File: src/rtl/fetch_pkg.sv
// fetch_pkg: shared state encoding and constants for the instruction-fetch front end
package fetch_pkg;

    typedef enum logic [1:0] {
        S_REQ  = 2'd0,
        S_WAIT = 2'd1,
        S_DROP = 2'd2
    } state_e;

    localparam int INST_BYTES = 4;

    // Clears the byte-offset bits of an address; sliced to the address width by users.
    localparam logic [63:0] WORD_ALIGN_MASK = ~64'h3;

endpackage

File: src/rtl/fetch_fifo.sv
// fetch_fifo: generic synchronous FIFO with flush taking priority over push and pop
module fetch_fifo #(
    parameter int WIDTH = 64,
    parameter int DEPTH = 4
) (
    input  logic                       i_clk,
    input  logic                       i_rst,
    input  logic                       i_flush,
    input  logic                       i_push,
    input  logic [WIDTH-1:0]           i_data,
    input  logic                       i_pop,
    output logic [WIDTH-1:0]           o_head,
    output logic [$clog2(DEPTH):0]     o_count,
    output logic                       o_empty
);

    localparam int AW = $clog2(DEPTH);

    logic [WIDTH-1:0] mem_q [DEPTH];
    logic [AW-1:0]    wr_ptr_q, rd_ptr_q;
    logic [AW:0]      count_q, count_d;
    logic             full, do_push, do_pop;

    assign full    = count_q == (AW+1)'(DEPTH);
    assign o_empty = count_q == '0;
    assign do_push = i_push && !full;
    assign do_pop  = i_pop && !o_empty;
    assign count_d = count_q + (AW+1)'(do_push) - (AW+1)'(do_pop);
    assign o_count = count_q;
    assign o_head  = mem_q[rd_ptr_q];

    // Pointer and occupancy update; pointers wrap naturally since DEPTH is a power of 2
    always_ff @(posedge i_clk) begin
        if (i_rst || i_flush) begin
            wr_ptr_q <= '0;
            rd_ptr_q <= '0;
            count_q  <= '0;
        end else begin
            wr_ptr_q <= wr_ptr_q + AW'(do_push);
            rd_ptr_q <= rd_ptr_q + AW'(do_pop);
            count_q  <= count_d;
        end
    end

    // Storage write; contents need no reset because occupancy gates visibility
    always_ff @(posedge i_clk) begin
        if (do_push && !i_flush) mem_q[wr_ptr_q] <= i_data;
    end

endmodule

File: src/rtl/fetch_unit.sv
// fetch_unit: registered-PC fetch front end with one outstanding memory request and a prefetch buffer
module fetch_unit
    import fetch_pkg::*;
#(
    parameter int                    ADDR_WIDTH = 32,
    parameter int                    DATA_WIDTH = 32,
    parameter int                    FIFO_DEPTH = 4,
    parameter logic [ADDR_WIDTH-1:0] RESET_PC   = 32'h0000_0000
) (
    input  logic                  i_clk,
    input  logic                  i_rst,
    output logic                  o_imem_req,
    output logic [ADDR_WIDTH-1:0] o_imem_addr,
    input  logic                  i_imem_gnt,
    input  logic                  i_imem_rvalid,
    input  logic [DATA_WIDTH-1:0] i_imem_rdata,
    input  logic                  i_redirect,
    input  logic [ADDR_WIDTH-1:0] i_redirect_pc,
    output logic                  o_inst_valid,
    output logic [DATA_WIDTH-1:0] o_inst,
    output logic [ADDR_WIDTH-1:0] o_inst_pc,
    output logic [ADDR_WIDTH-1:0] o_inst_pc4,
    input  logic                  i_inst_ready
);

    localparam int CW = $clog2(FIFO_DEPTH) + 1;
    localparam logic [ADDR_WIDTH-1:0] ALIGN = WORD_ALIGN_MASK[ADDR_WIDTH-1:0];

    state_e                           state_q;
    logic [ADDR_WIDTH-1:0]            fetch_pc_q, issued_pc_q;
    logic [CW-1:0]                    fifo_count;
    logic                             fifo_empty, push, pop;
    logic [ADDR_WIDTH+DATA_WIDTH-1:0] head;
    logic [ADDR_WIDTH-1:0]            head_pc;

    assign head_pc      = head[ADDR_WIDTH+DATA_WIDTH-1:DATA_WIDTH];
    assign o_imem_req   = !i_rst && state_q == S_REQ && fifo_count < CW'(FIFO_DEPTH) && !i_redirect;
    assign o_imem_addr  = i_rst ? '0 : fetch_pc_q;
    assign push         = state_q == S_WAIT && i_imem_rvalid && !i_redirect;
    assign o_inst_valid = !i_rst && !fifo_empty;
    assign pop          = o_inst_valid && i_inst_ready;
    assign o_inst       = o_inst_valid ? head[DATA_WIDTH-1:0] : '0;
    assign o_inst_pc    = o_inst_valid ? head_pc : '0;
    assign o_inst_pc4   = o_inst_valid ? head_pc + ADDR_WIDTH'(INST_BYTES) : '0;

    fetch_fifo #(
        .WIDTH(ADDR_WIDTH + DATA_WIDTH),
        .DEPTH(FIFO_DEPTH)
    ) u_fifo (
        .i_clk  (i_clk),
        .i_rst  (i_rst),
        .i_flush(i_redirect),
        .i_push (push),
        .i_data ({issued_pc_q, i_imem_rdata}),
        .i_pop  (pop),
        .o_head (head),
        .o_count(fifo_count),
        .o_empty(fifo_empty)
    );

    // Fetch FSM: redirect retargets the PC and turns any outstanding request into one to discard
    always_ff @(posedge i_clk) begin
        if (i_rst) begin
            state_q     <= S_REQ;
            fetch_pc_q  <= RESET_PC;
            issued_pc_q <= '0;
        end else if (i_redirect) begin
            fetch_pc_q <= i_redirect_pc & ALIGN;
            state_q    <= (state_q != S_REQ && !i_imem_rvalid) ? S_DROP : S_REQ;
        end else begin
            case (state_q)
                S_REQ: if (o_imem_req && i_imem_gnt) begin
                    issued_pc_q <= fetch_pc_q;
                    fetch_pc_q  <= fetch_pc_q + ADDR_WIDTH'(INST_BYTES);
                    state_q     <= S_WAIT;
                end
                S_WAIT:  if (i_imem_rvalid) state_q <= S_REQ;
                S_DROP:  if (i_imem_rvalid) state_q <= S_REQ;
                default: state_q <= S_REQ;
            endcase
        end
    end

    // A response with nothing outstanding breaks the memory protocol
    a_no_rvalid_idle: assert property (@(posedge i_clk) disable iff (i_rst)
        !(state_q == S_REQ && i_imem_rvalid));

endmodule

File: config.mk
export PLATFORM = sky130hd
export DESIGN_NAME = fetch_unit
export DESIGN_NICKNAME = d
export VERILOG_FILES = /design/src/rtl/fetch_pkg.sv /design/src/rtl/fetch_fifo.sv /design/src/rtl/fetch_unit.sv
export SDC_FILE = /design/constraint.sdc
export NUM_CORES = 1
export LEC_CHECK = 0
export BUFFER_PORTS_ARGS = -buffer_cell sky130_fd_sc_hd__buf_2
export CORE_MARGIN = 8
export CORE_UTILIZATION = 35
export CTS_CLUSTER_DIAMETER = 40
export CTS_CLUSTER_SIZE = 14
export DETAILED_ROUTE_END_ITERATION = 7
export GPL_TIMING_DRIVEN = 0
export SYNTH_ARGS = -nofsm -noshare
export SYNTH_HDL_FRONTEND = slang
export SYNTH_SLANG_ARGS = --single-unit
File: constraint.sdc
create_clock -name i_clk -period 7.8 [get_ports i_clk]
set_input_delay 1.17 -clock i_clk [delete_from_list [all_inputs] [get_ports i_clk]]
set_output_delay 1.17 -clock i_clk [all_outputs]
set_load 0.05 [all_outputs]
Word level (Yosys, flattened, before mapping)
Memories as Yosys holds them, arrays and structs flattened. A register that Yosys moved wholly into a read port is not among the register bits.
Index checks and enable logic that the tools add are counted.
{"block": "totals", "input_bits": 70, "memories": 1, "latch_bits": 0, "rom_bits": 0, "register_bits": 73, "elab_cells": 65, "output_inout_bits": 130, "ramBits": 256}
{"block": "classes", "n_reduce_logical": 29, "mux": 15, "n_bitwise": 1, "multipliers": 0, "div_mod_pow": 0, "eq_ne": 5, "add_sub_neg": 6, "n_lt_le_gt_ge": 1, "shift": 0}
{"memory": "u_fifo.mem_q", "depth": 4, "word_bits": 64, "read_ports": 1, "rd_clocked_by_memory_dff": 1, "wr": 1, "line": "fetch_fifo.sv:19", "source": "logic [WIDTH-1:0] mem_q [DEPTH];"}
{"cell": "$mux 32", "count": 7}
{"cell": "$add 32x3->32 const B", "count": 2}
{"cell": "$logic_and 1x1->1", "count": 12}
{"cell": "$mux 2", "count": 5}
{"cell": "$reduce_and 2->1", "count": 3}
{"cell": "$reduce_bool 2->1", "count": 3}
{"cell": "$logic_not 1->1", "count": 5}
{"cell": "$add 2x1->2", "count": 2}
{"cell": "$pmux 2 s2", "count": 1}
{"cell": "$reduce_or 2->1", "count": 2}
{"cell": "$add 3x1->3", "count": 1}
{"cell": "$eq 3x3->1 const B", "count": 1}
{"cell": "$logic_not 3->1", "count": 1}
{"cell": "$lt 3x3->1 const B", "count": 1}
{"cell": "$ne 3x1->1 const B", "count": 1}
{"cell": "$ne 3x2->1 const B", "count": 1}
{"cell": "$reduce_and 3->1", "count": 1}
{"cell": "$sub 3x1->3", "count": 1}
{"cell": "$eq 2x1->1 const B", "count": 1}
{"cell": "$eq 2x2->1 const B", "count": 1}
{"cell": "$logic_not 2->1", "count": 1}
{"cell": "$mux 1", "count": 2}
{"cell": "$logic_or 1x1->1", "count": 1}
{"cell": "$not 1->1", "count": 1}

Depth between registers and ports, before layout
{"block": "logic_depth", "ltp_word": 8, "mapped_depth": 10}

Hierarchy
A second synthesis with hierarchy kept.
{"block": "hier_totals", "cells_unflattened": 977, "area_unflattened_um2": 13963.4}
{"mod": "fetch_fifo", "cells_per_inst": 372, "area_each_um2": 9615.5, "seq_area_each_um2": 7827.5, "instances": 1}
{"mod": "fetch_unit", "cells_per_inst": 605, "area_each_um2": 4347.9, "seq_area_each_um2": 1241.2, "instances": 1}

Worst setup path after synthesis
No wires, ideal clock.
{"block": "synth_path", "kind": "input-to-reg", "startpoint": "input i_redirect", "endpoint": "memory u_fifo.mem_q[0][0], enable pin", "t_arrival_ns": 6.377, "path_slack_ns": 0.851, "stages": 3, "required_time_ns": 7.228, "setup_time_ns": 0.572, "cell_sequence": "clkbuf_1 > a211oi_1 > nor3b_1"}
{"block": "synth_via", "elab_chain_len": 6}
{"element": "start, declared", "line": "fetch_unit.sv:17", "source": "input logic i_redirect,"}
{"element": "$logic_not 1->1 (*)", "line": "fetch_fifo.sv:47, fetch_unit.sv:39"}
{"element": "$logic_and 1x1->1", "line": "fetch_unit.sv:39", "source": "assign push = state_q == S_WAIT && i_imem_rvalid && !i_redirect;"}
{"element": "$logic_and 1x1->1", "line": "fetch_fifo.sv:26", "source": "assign do_push = i_push && !full;"}
{"element": "$logic_and 1x1->1 (*)", "line": "fetch_fifo.sv:47", "source": "if (do_push && !i_flush) mem_q[wr_ptr_q] <= i_data;"}
{"element": "$mux 1 (*)", "line": "fetch_fifo.sv:47"}
{"element": "$mux 1 (implied by the code) (*)", "line": "fetch_fifo.sv:47"}
{"element": "end, declared", "line": "fetch_fifo.sv:19"}
Mark *: on every way between the ends. The rest lies on a longest branch, timed or not.

==> metrics <==
post-layout minimum cycle time=4.77 ns; initial antenna violation count=0; DRC=0; count of cell types in the netlist=62; Seq/Total Area, Yosys=0.643; unrepaired setup endpoints after global routing=false; die height=roughly 210 um; Leak Pwr=slightly above 6 nW; layout cells sized above 1=0.290; Critical R2R Launch=state_q[1]; Post-synth ARST share=0; reg2reg setup slack=between 4 and 5 ns; Peak Freq=~210 MHz; Final Hold Violating Endpoints=0; PwrDens=227 nW/um2; synthesized area per cell=14.0 um2; first-pass GRT wire length=between 50,000 and 60,000 um; CTS Hold Bufs=0; clk root buf=clkbuf_16; endpoint class of the critical path=primary output; Area contributors post-synth=edfxtp_1 54%, dfxtp_1 10%, mux4_2 8.9%, and2_1 3.0%, nand2_1 2.8%; global route overflow=0; most common cell in the netlist=edfxtp_1; Port Buf Inserts=190; CP Max Fanout=10; Placed Instances=1,707; # rows=about 70; Relative slew margins=0.316; Synth top area share=0.543; startpoint types=flop; final cell count without fillers=about 1,800; First-pass DRT Iterations=7; DR vias=a little over 9,000; Synth Flop Type=edfxtp_1; DR WL/cell=19.9 um; CTS Buf Count=slightly above 40; core area=38,600 um2; commonest cells in the netlist=248 x edfxtp_1, 101 x nand2_1, 69 x dfxtp_1; Fillers=~3,500; CTS tree=yes; Least-Margin Pin Slew=~1.0 ns; IO Count=200; Final GP Congestion=roughly 0.89; nets=1,309; Routed WL=about 35,000 um; cell accounting for the most synthesized area=edfxtp_1; CTS sink cnt=approximately 320; footprint of the multi-input gates=roughly 4500 um2; outcome=finished clean; worst path required time=around 6.6 ns; Setup Fix Bufs, Post-CTS=0; Vias/cell=a little over 5; DRT iter0 DRCs=between 600 and 700; CP arrival=between 3 and 4 ns; Finish-stage setup viols=0; EDFF count, synth=approximately 250; Yosys reg bits=around 320; FF-to-FF End=u_fifo.mem_q[2][17]; HP Class=flop to flop; n_diodes=0; register area=slightly below 9000 um2; cell area after synthesis=13,700 um2; setup TNS=0 ns; Tot GR Track Use=0.151; Die Width=approximately 210 um; Fin Hold WS=~0.5 ns; Max-Cap Viols=0; crit share post-route=0.611; # resized after CTS=0; clock latency on the worst-skew pair=between 0.5 and 0.6 ns; peak supply drop=roughly 0.16 mV; clock skew after layout=roughly 0.025 ns; synth-to-layout area growth=23.2%; Starting Density=0.355; end of the critical path=o_inst_pc4[30]; final cell utilization of the core=0.438; Register-to-Register Path Depth=8; Crit Path Class=flop to primary output; Clk pin slew, worst setup/hold paths=approximately 0.060 ns; Ys Warns=0; dpl hpwl=25,200 um; Post-Synthesis Cells=approximately 980; Post-DRT Antenna Nets=0; H-tree depth=2; largest net degree at the start of global routing=54; vias in the first global route=9,191; die area=45,800 um2; beginning of the critical path=u_fifo.rd_ptr_q[1]; Clock Path Buffers=3; Slew Limit Fails=0
## per-stage QoR
step / total power, mW / worst slack (ns) / area, um2
5_1_grt: 3.96 / 2.85 / 16900
4_1_cts: 3.87 / 3.00 / 16900
3_3_place_gp: 2.02 / -3.58 / 15300
6_report: 3.83 / 3.03 / 16900
2_1_floorplan: 1.96 / 0.851 / 13700
3_5_place_dp: 2.02 / 3.07 / 15500
## cells in the final DEF, fill, tap and decap left out, drive strengths merged, types with 12 or more instances in the layout
cell type / instances
xnor2: 13
inv: 19
nor2b: 28
o21ai: 30
nor3: 14
nand3: 22
dfxtp: 69
and2: 68
nor2: 36
or3: 20
a31oi: 20
nand2: 101
nand4: 15
clkinv: 12
edfxtp: 248
clkbuf: 92
mux4: 62
or4: 13
a21oi: 67
buf: 225
## worst min path at each step
stage	start	end	cells after the start
2_1_floorplan	fetch_pc_q[20]	issued_pc_q[20]	2
3_3_place_gp	issued_pc_q[10]	u_fifo.mem_q[1][42]	0
3_5_place_dp	issued_pc_q[2]	u_fifo.mem_q[0][34]	0
4_1_cts	issued_pc_q[2]	issued_pc_q[2]	2
5_1_grt	issued_pc_q[18]	u_fifo.mem_q[2][50]	0
6_report	issued_pc_q[10]	issued_pc_q[10]	2
## state kept, by name, summed over array words and instances, names as in the netlist
register / cells
u_fifo.mem_q: 248
u_fifo.wr_ptr_q: 2
issued_pc_q: 30
u_fifo.rd_ptr_q: 2
state_q: 2
u_fifo.o_count: 3
fetch_pc_q: 30
## cell families (layout without fill, tap and decap cells)
group                    count (synthesis)  after routing  synth area share
AO/OA/AOI/OAI                          147            147            0.0622
buffers and inverters                   79            354            0.0327
AND/OR/NAND/NOR                        350            350             0.137
flip-flops                             317            317             0.643
adder cells (fa/ha/maj)                  7              7           0.00693
multiplexers                            65             65             0.106
XOR/XNOR                                17             17            0.0108
other                                    1              6          0.000273
## final cells by class
class / count / area share
Buffer: 68 / 0.0241
Clock inverter: 26 / 0.0159
Sequential cell: 317 / 0.522
Clock buffer: 48 / 0.0653
Inverter: 11 / 0.00244
Multi-Input combinational cell: 592 / 0.265
Timing Repair Buffer: 201 / 0.0665
Tap cell: 518 / 0.0383
## worst max-delay path, cell delays in order (launching register included)
cell and delay (ns):
dfxtp_1 0.30, clkbuf_8 0.17, buf_4 0.19, mux4_1 0.35
ha_1 0.25, nand2_1 0.15, or4_4 0.59, buf_6 0.18
or3_1 0.33, a21oi_1 0.24, buf_2 0.32
## where the power goes
part	internal, mW	switching, mW	total (mW)
registers	1.83	0.0202	1.85
logic	0.0464	0.0994	0.146
clock network	1.11	0.736	1.84
total	2.98	0.855	3.83
## metal layers
layer,share of wire,track usage
met1,0.47,0.218
met2,0.44,0.225
met3,0.073,0.0361
met4,0.020,0.0375
met5,0,0
Note: power is estimated with default switching activity, not from simulation.
